===== src/rtl/pulse_stretch_if.sv =====
// Trigger/level bundle for pulse_stretch.
// The master drives trig/len; the stretcher reports level and queue state.
interface pulse_stretch_if #(
   parameter int HOLD_W = 16,
   parameter int PEND_W = 4
);
   logic              trig;
   logic [HOLD_W-1:0] len;
   logic              level_out;
   logic              busy;
   logic [PEND_W-1:0] pend_cnt;
   logic              drop;

   modport master (
      output trig, len,
      input  level_out, busy, pend_cnt, drop
   );

   modport slave (
      input  trig, len,
      output level_out, busy, pend_cnt, drop
   );
endinterface


===== src/rtl/pulse_stretch.sv =====
// Pulse stretcher: single-cycle triggers become levels of len cycles,
// separated by GAP_CYC low cycles. Define PULSE_STRETCH_RETRIG_EN for
// retrigger mode (trig extends/restarts the level, no queue).
module pulse_stretch #(
   parameter int HOLD_W  = 16,
   parameter int GAP_CYC = 2,
   parameter int PEND_W  = 4
) (
   input  logic            clk,
   input  logic            rst,
   pulse_stretch_if.slave  ps
);

   localparam int GW =
      (GAP_CYC > 0) ? $clog2(GAP_CYC + 1) : 1;

   localparam logic [GW-1:0]     GAP_LD = GW'(GAP_CYC);
   localparam logic [GW-1:0]     GAP_1  = GW'(1);
   localparam logic [HOLD_W-1:0] HOLD_1 = HOLD_W'(1);

   typedef enum logic [1:0] {
      IDLE,
      HOLD,
      GAP
   } state_t;

   state_t            state_q, state_d;
   logic [HOLD_W-1:0] hold_q, hold_d;
   logic [GW-1:0]     gap_q, gap_d;
   logic [PEND_W-1:0] pend_q, pend_d;
   logic              drop_q, drop_d;
   logic              level_q;
   logic              busy_q;

   logic [HOLD_W-1:0] len_eff;
   logic              hold_last;
   logic              gap_last;

   // A zero length still yields one visible cycle.
   assign len_eff   = (ps.len == '0) ? HOLD_1 : ps.len;
   assign hold_last = (hold_q == HOLD_1);
   assign gap_last  = (gap_q == GAP_1);

`ifdef PULSE_STRETCH_RETRIG_EN

   // Retrigger mode: trig reloads or restarts the level.
   always_comb begin
      state_d = state_q;
      hold_d  = hold_q;
      gap_d   = gap_q;
      pend_d  = '0;
      drop_d  = 1'b0;
      unique case (state_q)
         IDLE: begin
            if (ps.trig) begin
               state_d = HOLD;
               hold_d  = len_eff;
            end
         end
         HOLD: begin
            if (ps.trig) begin
               hold_d = len_eff;
            end else if (!hold_last) begin
               hold_d = hold_q - HOLD_1;
            end else if (GAP_CYC > 0) begin
               state_d = GAP;
               gap_d   = GAP_LD;
            end else begin
               state_d = IDLE;
            end
         end
         GAP: begin
            if (ps.trig) begin
               state_d = HOLD;
               hold_d  = len_eff;
            end else if (!gap_last) begin
               gap_d = gap_q - GAP_1;
            end else begin
               state_d = IDLE;
            end
         end
         default: state_d = IDLE;
      endcase
   end

`else

   localparam logic [PEND_W-1:0] PEND_MAX = '1;
   localparam logic [PEND_W-1:0] PEND_1   = PEND_W'(1);

   logic enq;
   logic decide;

   // Queued mode: busy-time triggers are counted and replayed.
   always_comb begin
      state_d = state_q;
      hold_d  = hold_q;
      gap_d   = gap_q;
      pend_d  = pend_q;
      drop_d  = 1'b0;
      enq     = 1'b0;
      decide  = 1'b0;
      unique case (state_q)
         IDLE: begin
            if (ps.trig) begin
               state_d = HOLD;
               hold_d  = len_eff;
            end
         end
         HOLD: begin
            if (!hold_last) begin
               hold_d = hold_q - HOLD_1;
               enq    = ps.trig;
            end else if (GAP_CYC > 0) begin
               state_d = GAP;
               gap_d   = GAP_LD;
               enq     = ps.trig;
            end else begin
               decide = 1'b1;
            end
         end
         GAP: begin
            if (!gap_last) begin
               gap_d = gap_q - GAP_1;
               enq   = ps.trig;
            end else begin
               decide = 1'b1;
            end
         end
         default: state_d = IDLE;
      endcase

      // A trig on the deciding edge is serviced at once,
      // so it cancels against the dequeue.
      if (decide) begin
         if (pend_q != '0 || ps.trig) begin
            state_d = HOLD;
            hold_d  = len_eff;
            if (!ps.trig) begin
               pend_d = pend_q - PEND_1;
            end
         end else begin
            state_d = IDLE;
         end
      end

      if (enq) begin
         if (pend_q == PEND_MAX) begin
            drop_d = 1'b1;
         end else begin
            pend_d = pend_q + PEND_1;
         end
      end
   end

`endif

   // State and registered outputs; outputs follow next state.
   always_ff @(posedge clk) begin
      if (rst) begin
         state_q <= IDLE;
         hold_q  <= '0;
         gap_q   <= '0;
         pend_q  <= '0;
         drop_q  <= 1'b0;
         level_q <= 1'b0;
         busy_q  <= 1'b0;
      end else begin
         state_q <= state_d;
         hold_q  <= hold_d;
         gap_q   <= gap_d;
         pend_q  <= pend_d;
         drop_q  <= drop_d;
         level_q <= (state_d == HOLD);
         busy_q  <= (state_d != IDLE);
      end
   end

   assign ps.level_out = level_q;
   assign ps.busy      = busy_q;
   assign ps.pend_cnt  = pend_q;
   assign ps.drop      = drop_q;

endmodule


===== src/flat_wrapper.sv =====
// flat-port wrapper written by rule: the top's interface ports become plain ports
module pulse_stretch_flat 
#(
   parameter int HOLD_W  = 16,
   parameter int GAP_CYC = 2,
   parameter int PEND_W  = 4
)
  (clk, rst, ps_trig, ps_len, ps_level_out, ps_busy, ps_pend_cnt, ps_drop);
  pulse_stretch_if #(.HOLD_W(HOLD_W), .PEND_W(PEND_W)) ps_i ();
  input  logic clk;
  input  logic rst;
  input wire logic [$bits(ps_i.trig)-1:0] ps_trig;
  input wire logic [$bits(ps_i.len)-1:0] ps_len;
  output wire logic [$bits(ps_i.level_out)-1:0] ps_level_out;
  output wire logic [$bits(ps_i.busy)-1:0] ps_busy;
  output wire logic [$bits(ps_i.pend_cnt)-1:0] ps_pend_cnt;
  output wire logic [$bits(ps_i.drop)-1:0] ps_drop;
  assign ps_i.trig = ps_trig;
  assign ps_i.len = ps_len;
  assign ps_level_out = ps_i.level_out;
  assign ps_busy = ps_i.busy;
  assign ps_pend_cnt = ps_i.pend_cnt;
  assign ps_drop = ps_i.drop;
  pulse_stretch #(.HOLD_W(HOLD_W), .GAP_CYC(GAP_CYC), .PEND_W(PEND_W)) u_core (.clk(clk), .rst(rst), .ps(ps_i));
endmodule

===== config.mk =====
export PLATFORM = sky130hd
export DESIGN_NAME = pulse_stretch_flat
export DESIGN_NICKNAME = d
export VERILOG_FILES = /design/src/rtl/pulse_stretch_if.sv /design/src/rtl/pulse_stretch.sv /design/src/flat_wrapper.sv
export SDC_FILE = /design/constraint.sdc
export NUM_CORES = 1
export LEC_CHECK = 0
export ABC_AREA = 1
export CAP_MARGIN = 10
export CORE_MARGIN = 4
export CORE_UTILIZATION = 35
export DETAILED_ROUTE_END_ITERATION = 6
export GPL_TIMING_DRIVEN = 0
export PLACE_DENSITY_LB_ADDON = 0.25
export SYNTH_ARGS = -nofsm -noshare
export SYNTH_HDL_FRONTEND = slang
export SYNTH_SLANG_ARGS = --single-unit
export TNS_END_PERCENT = 100

===== constraint.sdc =====
create_clock -name clk -period 3.94 [get_ports clk]
set_clock_uncertainty 0.2 [all_clocks]
set_input_delay 0.788 -clock clk [delete_from_list [all_inputs] [get_ports clk]]
set_output_delay 0.788 -clock clk [all_outputs]
set_load 0.005 [all_outputs]

After elaboration in Yosys (flattened, before gate mapping). Index checks and enable logic that the tools add are counted. Widths: inputs -> output; s select.

Shift-type cells: 0. $lt $le $gt $ge: 0. Muxes and demuxes: 24. $add $sub $neg: 4. Bitwise logic cells: 1. Reductions and logical operators: 8. Div/mod/pow operators: 0. Equality and inequality tests: 8. $mul: 0.

Operator list (count): $mux 16 (5); $pmux 16 s2 (1); $mux 4 (5); $eq 16x1->1 const B (1); $logic_not 16->1 (1); $sub 16x1->16 const B (1); $mux 2 (5); $eq 2x1->1 const B (3); $pmux 2 s3 (1); $mux 1 (5); $add 4x1->4 const B (1); $eq 4x4->1 const B (1); $pmux 2 s2 (1); $reduce_bool 2->1 (2); $reduce_bool 4->1 (1); $sub 4x1->4 const B (1); $reduce_and 3->1 (1); $eq 2x2->1 const B (1); $logic_not 2->1 (1); $ne 2x1->1 const B (1); $ne 2x2->1 const B (1); $pmux 1 s2 (1); $reduce_or 2->1 (1); $sub 2x1->2 const B (1); other kinds (2) (2).

Input bits: 19. Bits in read-only memories: 0. Bits in registers: 27. RAM bits: 0. Output and inout port bits: 7. Bits in latches: 0. Memories: 0.

Logic depth before layout (Yosys ltp). Gate-level depths: netlist of run 1.

Depth after elaboration: 6. Depth in mapped cells: 12.

Worst setup path after synthesis of run 1. No wires, ideal clock.

Kind: input -> register. From: input ps_trig. To: register u_core.hold_q[11]. Arrival time: 1476 ps. Path buffers: 1. Library setup time: 120 ps. Cell stages on the path: 7. Path slack: 2144 ps. Cells stage by stage: inv_1 nand4_2 nand2_4 buf_4 o211ai_1 a21oi_1 a21oi_1.

Longest elaborated chain between the ends: 4.

Ends and longest elaborated chain: from (decl) (line flat_wrapper.sv:12) `input wire logic [$bits(ps_i.trig)-1:0] ps_trig;`; $mux 16 (line pulse_stretch.sv:105) `if (ps.trig) begin`; $pmux 16 s2 (line pulse_stretch.sv:103) `unique case (state_q)`; $mux 16 (line pulse_stretch.sv:136) `if (pend_q != '0 || ps.trig) begin`; $mux 16 (*) (line pulse_stretch.sv:135) `if (decide) begin`; to (signal assigned) (line pulse_stretch.sv:170) `hold_q <= hold_d;`; to (decl) (line pulse_stretch.sv:28) `logic [HOLD_W-1:0] hold_q, hold_d;`.

Mark *: on every way between the ends. The rest lies on a longest branch, timed or not. A chain may end at the register's enable or synchronous reset.

==> results of run 1 <==
[kinds of logic (layout without fill, tap and decap cells)]
group / Yosys count / count (layout) / share of synthesized area [%]
buf+inv: 58 / 87 / 11.3
flops: 27 / 27 / 22.8
compound gates: 62 / 62 / 16.0
simple gates: 201 / 201 / 43.4
fa+ha+maj: 11 / 11 / 5.81
xor+xnor: 2 / 2 / 0.740
[power breakdown]
part | internal (mW) | total [mW] | leakage (nW) | switching (mW)
clock | 0.0721 | 0.174 | 0.0217 | 0.102
sequential | 0.302 | 0.336 | 0.222 | 0.0336
combinational | 0.153 | 0.408 | 0.993 | 0.255
[metrics by stage]
step	hold WS (ns)	setup WS, ns
after floorplan	0.234	2.14
after global placement	0.249	1.38
after detailed placement	0.270	1.34
after CTS	0.287	1.62
after global routing	0.310	1.46
final	0.283	1.65
[routing by layer]
layer | vias to the layer above | track usage, % | wire, um
met4 | 0 | 2.30 | 57
met1 | 1105 | 22.4 | 3030
li1 | 1248 | - | -
met2 | 63 | 31.2 | 3290
met5 | - | 0 | 0
met3 | 4 | 2.50 | 405
[state kept, by name, indices dropped and copies added, names as in the netlist]
signal and count:
u_core.ps.pend_cnt 4, u_core.state_q 2, u_core.ps.drop 1, u_core.hold_q 16
u_core.gap_q 2, u_core.ps.level_out 1, u_core.ps.busy 1
[synthesized netlist by cell type]
cell type,number
a21boi_1,1
a21oi_1,22
a21oi_2,5
a31oi_1,2
buf_2,3
buf_4,2
buf_6,4
clkbuf_1,1
dfxtp_1,27
dlymetal6s2s_1,1
ha_1,11
inv_1,40
inv_2,7
nand2_1,86
nand2_2,5
nand2_4,5
nand3_1,27
nand3_2,3
nand3b_1,2
nand4_1,13
nand4_2,4
nor2_1,33
nor2_2,8
nor2_4,7
nor3_1,1
nor3_2,1
nor4_1,2
o211ai_1,12
o211ai_2,1
o21ai_0,12
o21ai_1,5
o21ai_2,1
o21bai_1,1
or2_0,1
or2_2,3
xor2_1,2
[critical path, cell delays in order]
cell and delay [ns]:
clkdlybuf4s50_1 0.51, inv_1 0.26, clkbuf_1 0.41, o21ai_0 0.19, a21oi_1 0.14
[how the worst max path moves through the flow]
stage	from	endpoint	slack (ns)
finish	rst	u_core.hold_q[14]$_SDFF_PP0_	1.65
global route	rst	u_core.hold_q[14]$_SDFF_PP0_	1.46
CTS	rst	u_core.hold_q[14]$_SDFF_PP0_	1.62
detailed placement	rst	u_core.hold_q[14]$_SDFF_PP0_	1.34
global placement	ps_trig	u_core.hold_q[5]$_SDFF_PP0_	1.38
floorplan	ps_trig	u_core.hold_q[11]$_SDFF_PP0_	2.14
[layout make-up]
type | count | area share (%)
clock buffers | 3 | 1.49
inverters | 47 | 6.38
flip-flops and latches | 27 | 19.6
multi-input cells | 276 | 56.5
well taps | 77 | 3.49
clock inverters | 1 | 0.272
repair buffers | 25 | 9.05
plain buffers | 11 | 3.30
==> flow_summary.json, run 1 <==
{
  "max_freq_mhz": 437,
  "syn2layout_area_growth_pct": 16.7,
  "r2r-end": "u_core.hold_q[14]$_SDFF_PP0_",
  "grt_pass1_vias": 2476,
  "path_clk_slew_ns": 0.11,
  "regToRegSetupSlack_ns": 1.97,
  "hold_path_end": "u_core.gap_q[1]$_SDFFE_PP0P_",
  "ff_latch_area_um2": 541,
  "status": "finished, final reports clean",
  "layoutNonFillerInstCount": 467,
  "drv_slew": 0,
  "antenna_found_initial": 0,
  "cp.arrival_ns": 2.32,
  "vias_per_cell": 5.18,
  "synth_top_area_share_pct": 22.8,
  "post-cts-setup-buffers": 0,
  "layout_worst_path_cycle_share_pct": 58.1,
  "final_cell_mix": "86 x nand2_1, 40 x inv_1, 33 x nor2_1",
  "syn_area_mm2": 0.00237,
  "placed_area_mm2": 0.00272,
  "seq_area_frac_synth_pct": 22.8,
  "nNetsFinal": 421,
  "drv_cap": 0,
  "grt_pass1_wl_mm": 11.7,
  "synthTopCellsByArea": "dfxtp_1 23%, nand2_1 14%, inv_1 6.3%",
  "grt.overflow.total": 0,
  "clock_latency_ns": 0.28,
  "wirelength_mm": 6.77,
  "drive_above_1_share_pct": 16.2,
  "gp_congestion": 0.922,
  "cts_max_level": 1,
  "worstPathRequired_ns": 3.97,
  "min_period_ns": 2.29,
  "root_buffer": "clkbuf_8",
  "dpl.cell_count": 463,
  "pin_count": 26,
  "path_class": "input pin to register",
  "drcViolationCount": 0,
  "clock-sinks": 27,
  "cellLeakagePower_nw": 1.24,
  "slew_headroom_pct": 65.6,
  "final_cell_area_mm2": 0.00276,
  "power_uw": 918,
  "clockBufferDepth": 2,
  "worstHoldStart": "u_core.gap_q[1]$_SDFFE_PP0P_",
  "hpwl_mm": 5.35,
  "yosysWarningCount": 0,
  "wire_per_inst_um": 14.5,
  "die_area_mm2": 0.00815,
  "diodes": 0,
  "ir_drop_mv": 0.152,
  "power_density_mw_per_mm2": 332,
  "gr-usage-all-layers_pct": 17.4,
  "io_buffer_count": 25,
  "fin_tns_setup_ns": 0,
  "fin_util_pct": 42.8,
  "mostFrequentLayoutCell": "nand2_1",
  "hold_violations": 0,
  "synthesis.nets": 391,
  "final_antenna_net_count": 0,
  "multi_input_area_mm2": 0.00156,
  "core.rowCount": 29,
  "dr.pass1.iters": 4,
  "drt_iter0_drc": 154,
  "yosys.area.top_type": "dfxtp_1",
  "hp-class": "register to register",
  "die-width_um": 90.3,
  "yosys_register_bits": 27,
  "worst_pin_slew_ns": 0.515,
  "synthCells": 361,
  "coreArea_mm2": 0.00646,
  "crit_path_end_kind": "register",
  "routed-via-count": 2420,
  "die_h_um": 90.3,
  "setup_viol": 0,
  "start_util_pct": 36.7,
  "grt_start_max_net_pins": 17,
  "critPathLaunchType": "input pin",
  "netlist-cell-type-count": 36,
  "rsz0062_at_grt": "false",
  "postCtsResizedCells": 0,
  "avgSynthCellArea_um2": 6.56,
  "postCtsHoldBufs": 0,
  "numCtsBuffers": 3,
  "fillers": 692,
  "r2r-start": "u_core.state_q[0]$_SDFF_PP0_",
  "rr_worst_depth": 9,
  "path_max_fanout": 10,
  "whs_path_depth": 2,
  "cts_tree": "yes"
}
Note: power is estimated with default switching activity, not from simulation.
==> run 2: changes to the inputs <==
clock period = 2.1 ns   (was 3.94 ns; I/O delays follow)
==> run 2 against run 1 <==
Critical path depth grew 4. Global-route usage is the same. Cell area grew 0.36%.
==> flow_summary.json, run 2 (synthesis results as in run 1) <==
{
  "status": "finished, final reports clean",
  "critPathLaunchType": "register",
  "final_cell_area_mm2": 0.00277,
  "setup_viol": 0,
  "cp.arrival_ns": 1.93,
  "multi_input_area_mm2": 0.00157,
  "worstPathRequired_ns": 2.09,
  "cts_max_level": 1,
  "largest_reg_flops": 16,
  "largest-register": "u_core.hold_q",
  "layout_worst_path_cycle_share_pct": 92.3,
  "swShare_pct": 42.7,
  "mostFrequentLayoutCell": "nand2_1",
  "drv_cap": 0,
  "grt_start_max_net_pins": 17,
  "hold_violations": 0,
  "gr-usage-all-layers_pct": 17.4,
  "postCtsResizedCells": 0,
  "cellLeakagePower_nw": 1.24,
  "postCtsHoldBufs": 0,
  "final_antenna_net_count": 0,
  "core.rowCount": 29,
  "die_area_mm2": 0.00815,
  "final_cell_mix": "86 x nand2_1, 40 x inv_1, 32 x nor2_1",
  "die-width_um": 90.3,
  "drive_above_1_share_pct": 16.9,
  "cpMaxStageDelayCell": "dfxtp_1",
  "hpwl_mm": 5.35,
  "fin_ws_ns": 0.162,
  "clock_power_share_pct": 19.0,
  "power_mw": 1.73,
  "wirelength_mm": 6.83,
  "grt.overflow.total": 0,
  "path_max_fanout": 10,
  "io_buffer_count": 25,
  "ir_drop_mv": 0.286,
  "crit_path_end_kind": "register",
  "drt_iter0_drc": 120,
  "worst_pin_slew_ns": 0.509,
  "switching_power_uw": 739,
  "clock_latency_ns": 0.29,
  "slew_headroom_pct": 66.0,
  "path_common_cell": "inv_1",
  "p_seq_share_pct": 36.4,
  "numCtsBuffers": 3,
  "nNetsFinal": 421,
  "post-place-ws_ns": -0.135,
  "root_buffer": "clkbuf_8",
  "placed_area_mm2": 0.00272,
  "post-cts-setup-buffers": 0,
  "coreArea_mm2": 0.00646,
  "path_clk_slew_ns": 0.11,
  "antenna_found_initial": 0,
  "routed-via-count": 2449,
  "diodes": 0,
  "drcViolationCount": 0,
  "max_freq_mhz": 516,
  "min_period_ns": 1.94,
  "path_class": "register to register",
  "cts_tree": "yes",
  "wire_per_inst_um": 14.6,
  "grt_pass1_wl_mm": 11.7,
  "timing.critical_path.cells": "inv_1 -> ha_1 -> nand2_1 -> inv_1 -> nand2_4 -> buf_4 -> o211ai_1 -> a21oi_2 -> a21oi_1",
  "pin_count": 26,
  "die_h_um": 90.3,
  "syn2layout_area_growth_pct": 17.1,
  "combPwrFrac_pct": 44.6,
  "internal-power_uw": 991,
  "clock-sinks": 27,
  "hp-class": "register to register",
  "drv_slew": 0,
  "fin_tns_setup_ns": 0,
  "vias_per_cell": 5.24,
  "power_density_mw_per_mm2": 624,
  "dr.pass1.iters": 4,
  "fillers": 688,
  "start_util_pct": 36.7,
  "regToRegSetupSlack_ns": 0.16,
  "ff_latch_area_um2": 541,
  "gp_congestion": 0.922,
  "critPathMaxStageDelay_ns": 0.38,
  "clockBufferDepth": 2,
  "grt_pass1_vias": 2476
}
==> run 2: per-stage QoR <==
step | util (%) | hold WS [ns] | cells
after global placement | 42.0 | 0.249 | 463
after floorplan | - | 0.234 | 361
after CTS | 42.8 | 0.287 | 467
after global routing | 42.9 | 0.309 | 467
after detailed placement | 42.0 | 0.270 | 463
final | 42.9 | 0.278 | 467
==> run 2: path summary, 6_finish.rpt <==
kind | from | endpoint | cells after the start
setup / recovery | u_core.state_q[0]$_SDFF_PP0_ | u_core.hold_q[14]$_SDFF_PP0_ | 9
setup reg to reg | u_core.state_q[0]$_SDFF_PP0_ | u_core.hold_q[14]$_SDFF_PP0_ | 9
hold / removal | u_core.gap_q[1]$_SDFFE_PP0P_ | u_core.gap_q[1]$_SDFFE_PP0P_ | 2
hold reg to reg | u_core.gap_q[1]$_SDFFE_PP0P_ | u_core.gap_q[1]$_SDFFE_PP0P_ | 2
==> run 2: final cells by class <==
class	count	share of cell area (%)
multi-input combinational	276	56.5
buffer	11	3.43
tap	77	3.47
clock inverter	1	0.271
sequential	27	19.5
inverter	47	6.36
timing repair buffer	25	9.02
clock buffer	3	1.49
==> run 2: power groups by stage <==
| stage | clock network [mW] | logic, mW | registers (mW) |
|---|---|---|---|
| finish | 0.329 | 0.771 | 0.630 |
| global route | 0.354 | 0.871 | 0.637 |
| CTS | 0.336 | 0.766 | 0.630 |
| detailed placement | 0 | 0.763 | 0.642 |
| global placement | 0 | 0.759 | 0.640 |
| floorplan | 0 | 0.569 | 0.626 |
==> run 2: per-layer routing <==
layer	wire (um)	vias up	track usage, %
li1	-	1247	-
met2	3330	58	31.2
met3	328	8	2.50
met4	79	0	2.30
met5	0	-	0
met1	3090	1136	22.4
==> run 2: critical path, delay by kind of cell (launching register included) <==
family | cells | cell delay [ns]
buffers and inverters | 3 | 0.41
flip-flops | 1 | 0.38
AO/OA/AOI/OAI | 3 | 0.35
AND/OR/NAND/NOR | 2 | 0.28
adder cells (fa/ha/maj) | 1 | 0.24
==> run 3: changes to the inputs <==
CORE_UTILIZATION = 27   (was 35)
REMOVE_ABC_BUFFERS = 1   (was not set)
==> run 3 against run 2 <==
Clock power barely moved. Largest power group unchanged. Flip-flop and latch count stayed put. Largest cell class unchanged. Cell area fell by 1.1%. Utilization shrank 10 points.
==> flow_summary.json, run 3 (synthesis results as in run 1) <==
{
  "mostFrequentLayoutCell": "nand2_1",
  "gp_congestion": 0.852,
  "path_max_fanout": 34,
  "clockBufferDepth": 2,
  "io_buffer_count": 25,
  "layoutNonFillerInstCount": 485,
  "rsz0062_at_grt": "true",
  "nNetsFinal": 411,
  "cp.arrival_ns": 1.93,
  "cellLeakagePower_nw": 1.17,
  "routed-via-count": 2403,
  "dr.pass1.iters": 4,
  "worstPathRequired_ns": 2.08,
  "grt_start_max_net_pins": 35,
  "fin_ws_ns": 0.155,
  "wirelength_mm": 6.71,
  "min_period_ns": 1.95,
  "grt_pass1_vias": 2315,
  "largest-register": "u_core.hold_q",
  "whs_path_depth": 2,
  "fillers": 925,
  "path_class": "register to register",
  "largest_reg_flops": 16,
  "r2r-end": "u_core.hold_q[14]$_SDFF_PP0_",
  "pin_count": 26,
  "coreArea_mm2": 0.00838,
  "vias_per_cell": 4.95,
  "ir_drop_mv": 0.284,
  "placed_area_mm2": 0.00266,
  "power_density_mw_per_mm2": 624,
  "clock-sinks": 27,
  "status": "finished, final reports clean",
  "dpl.cell_count": 480,
  "drcViolationCount": 0,
  "clock_latency_ns": 0.29,
  "hold_violations": 0,
  "root_buffer": "clkbuf_8",
  "grt_pass1_wl_mm": 11.3,
  "drv_cap": 0,
  "hp-class": "register to register",
  "final_antenna_net_count": 0,
  "die_area_mm2": 0.0103,
  "hpwl_mm": 5.00,
  "worstHoldStart": "u_core.gap_q[1]$_SDFFE_PP0P_",
  "power_mw": 1.71,
  "die_h_um": 102,
  "diodes": 0,
  "wire_per_inst_um": 13.8,
  "slew_headroom_pct": 48.5,
  "post-place-ws_ns": -0.554,
  "setup_viol": 0,
  "r2r-start": "u_core.state_q[0]$_SDFF_PP0_",
  "core.rowCount": 33,
  "antenna_found_initial": 0,
  "critPathLaunchType": "register",
  "cts_tree": "yes",
  "drv_slew": 0,
  "start_util_pct": 28.3,
  "gr-usage-all-layers_pct": 13.5,
  "startpoint": "u_core.state_q[0]$_SDFF_PP0_",
  "die-width_um": 102,
  "max_freq_mhz": 514,
  "final_cell_area_mm2": 0.00274,
  "numCtsBuffers": 3,
  "drt_iter0_drc": 147,
  "crit_path_end_kind": "register",
  "layout_worst_path_cycle_share_pct": 92.6,
  "grt.overflow.total": 0,
  "hold_path_end": "u_core.gap_q[1]$_SDFFE_PP0P_",
  "syn2layout_area_growth_pct": 15.8,
  "path_clk_slew_ns": 0.11,
  "postCtsHoldBufs": 0,
  "final_cell_mix": "86 x nand2_1, 39 x inv_1, 33 x nor2_1",
  "rr_worst_depth": 8,
  "worst_pin_slew_ns": 0.773,
  "cts_max_level": 1,
  "drive_above_1_share_pct": 15.8,
  "regToRegSetupSlack_ns": 0.15
}
-- run 3: changes by cell type in the layout (fill, tap and decap cells not counted), sizes merged --
cell	change
dlygate4sd2	+1
dlymetal6s2s	-1
clkdlybuf4s50	-2
clkbuf	-1
buf	-7
clkinv	+1
inv	-1
-- run 3: how the worst max path moves through the flow --
stage	endpoint	slack (ns)	cells past startpoint
after global routing	u_core.hold_q[5]$_SDFF_PP0_	-0.01	10
after CTS	u_core.hold_q[7]$_SDFF_PP0_	0.02	10
after global placement	u_core.ps.pend_cnt[3]$_SDFF_PP0_	-0.57	9
after detailed placement	u_core.ps.pend_cnt[3]$_SDFF_PP0_	-0.55	9
final	u_core.hold_q[14]$_SDFF_PP0_	0.15	8
after floorplan	u_core.hold_q[7]$_SDFF_PP0_	0.16	9
-- run 3: area by class of cell --
cell class | count | area, um^2 | area share, %
Sequential cell | 27 | 541 | 19.7
Clock buffer | 3 | 41.3 | 1.51
Tap cell | 105 | 131 | 4.79
Inverter | 47 | 181 | 6.61
Timing Repair Buffer | 26 | 251 | 9.17
Multi-Input combinational cell | 276 | 1590 | 57.9
Clock inverter | 1 | 7.51 | 0.274
-- run 3: through the flow --
stage	util [%]	TNS [ns]	hold WS, ns
2_1_floorplan	-	0	0.234
3_3_place_gp	31.7	-11.51	0.254
3_5_place_dp	31.7	-11.10	0.254
4_1_cts	32.5	0	0.271
5_1_grt	32.7	-0.0118	0.324
6_report	32.7	0	0.266
-- run 3: what timing repair did --
item,CTS,global route
setup endpoints to repair,26,23
gates resized for setup,5,7
setup buffers,0,1
-- run 3: per-layer routing --
metal	track usage (%)	routed length, um
met4	2.35	79
met1	18.9	3300
met5	0	0
met2	21.9	3030
met3	2.13	296
-- run 3: report_power, final --
group	internal, mW	switching (mW)
clock network	0.135	0.195
registers	0.567	0.0618
logic	0.279	0.472
-- run 3: worst max-delay path, stage by stage (launching register included) --
cell,delay [ns]
dfxtp_1,0.41
inv_1,0.12
ha_1,0.25
nand2_1,0.18
inv_2,0.10
nand2_8,0.21
o211ai_1,0.12
a21oi_1,0.16
a21oi_1,0.07
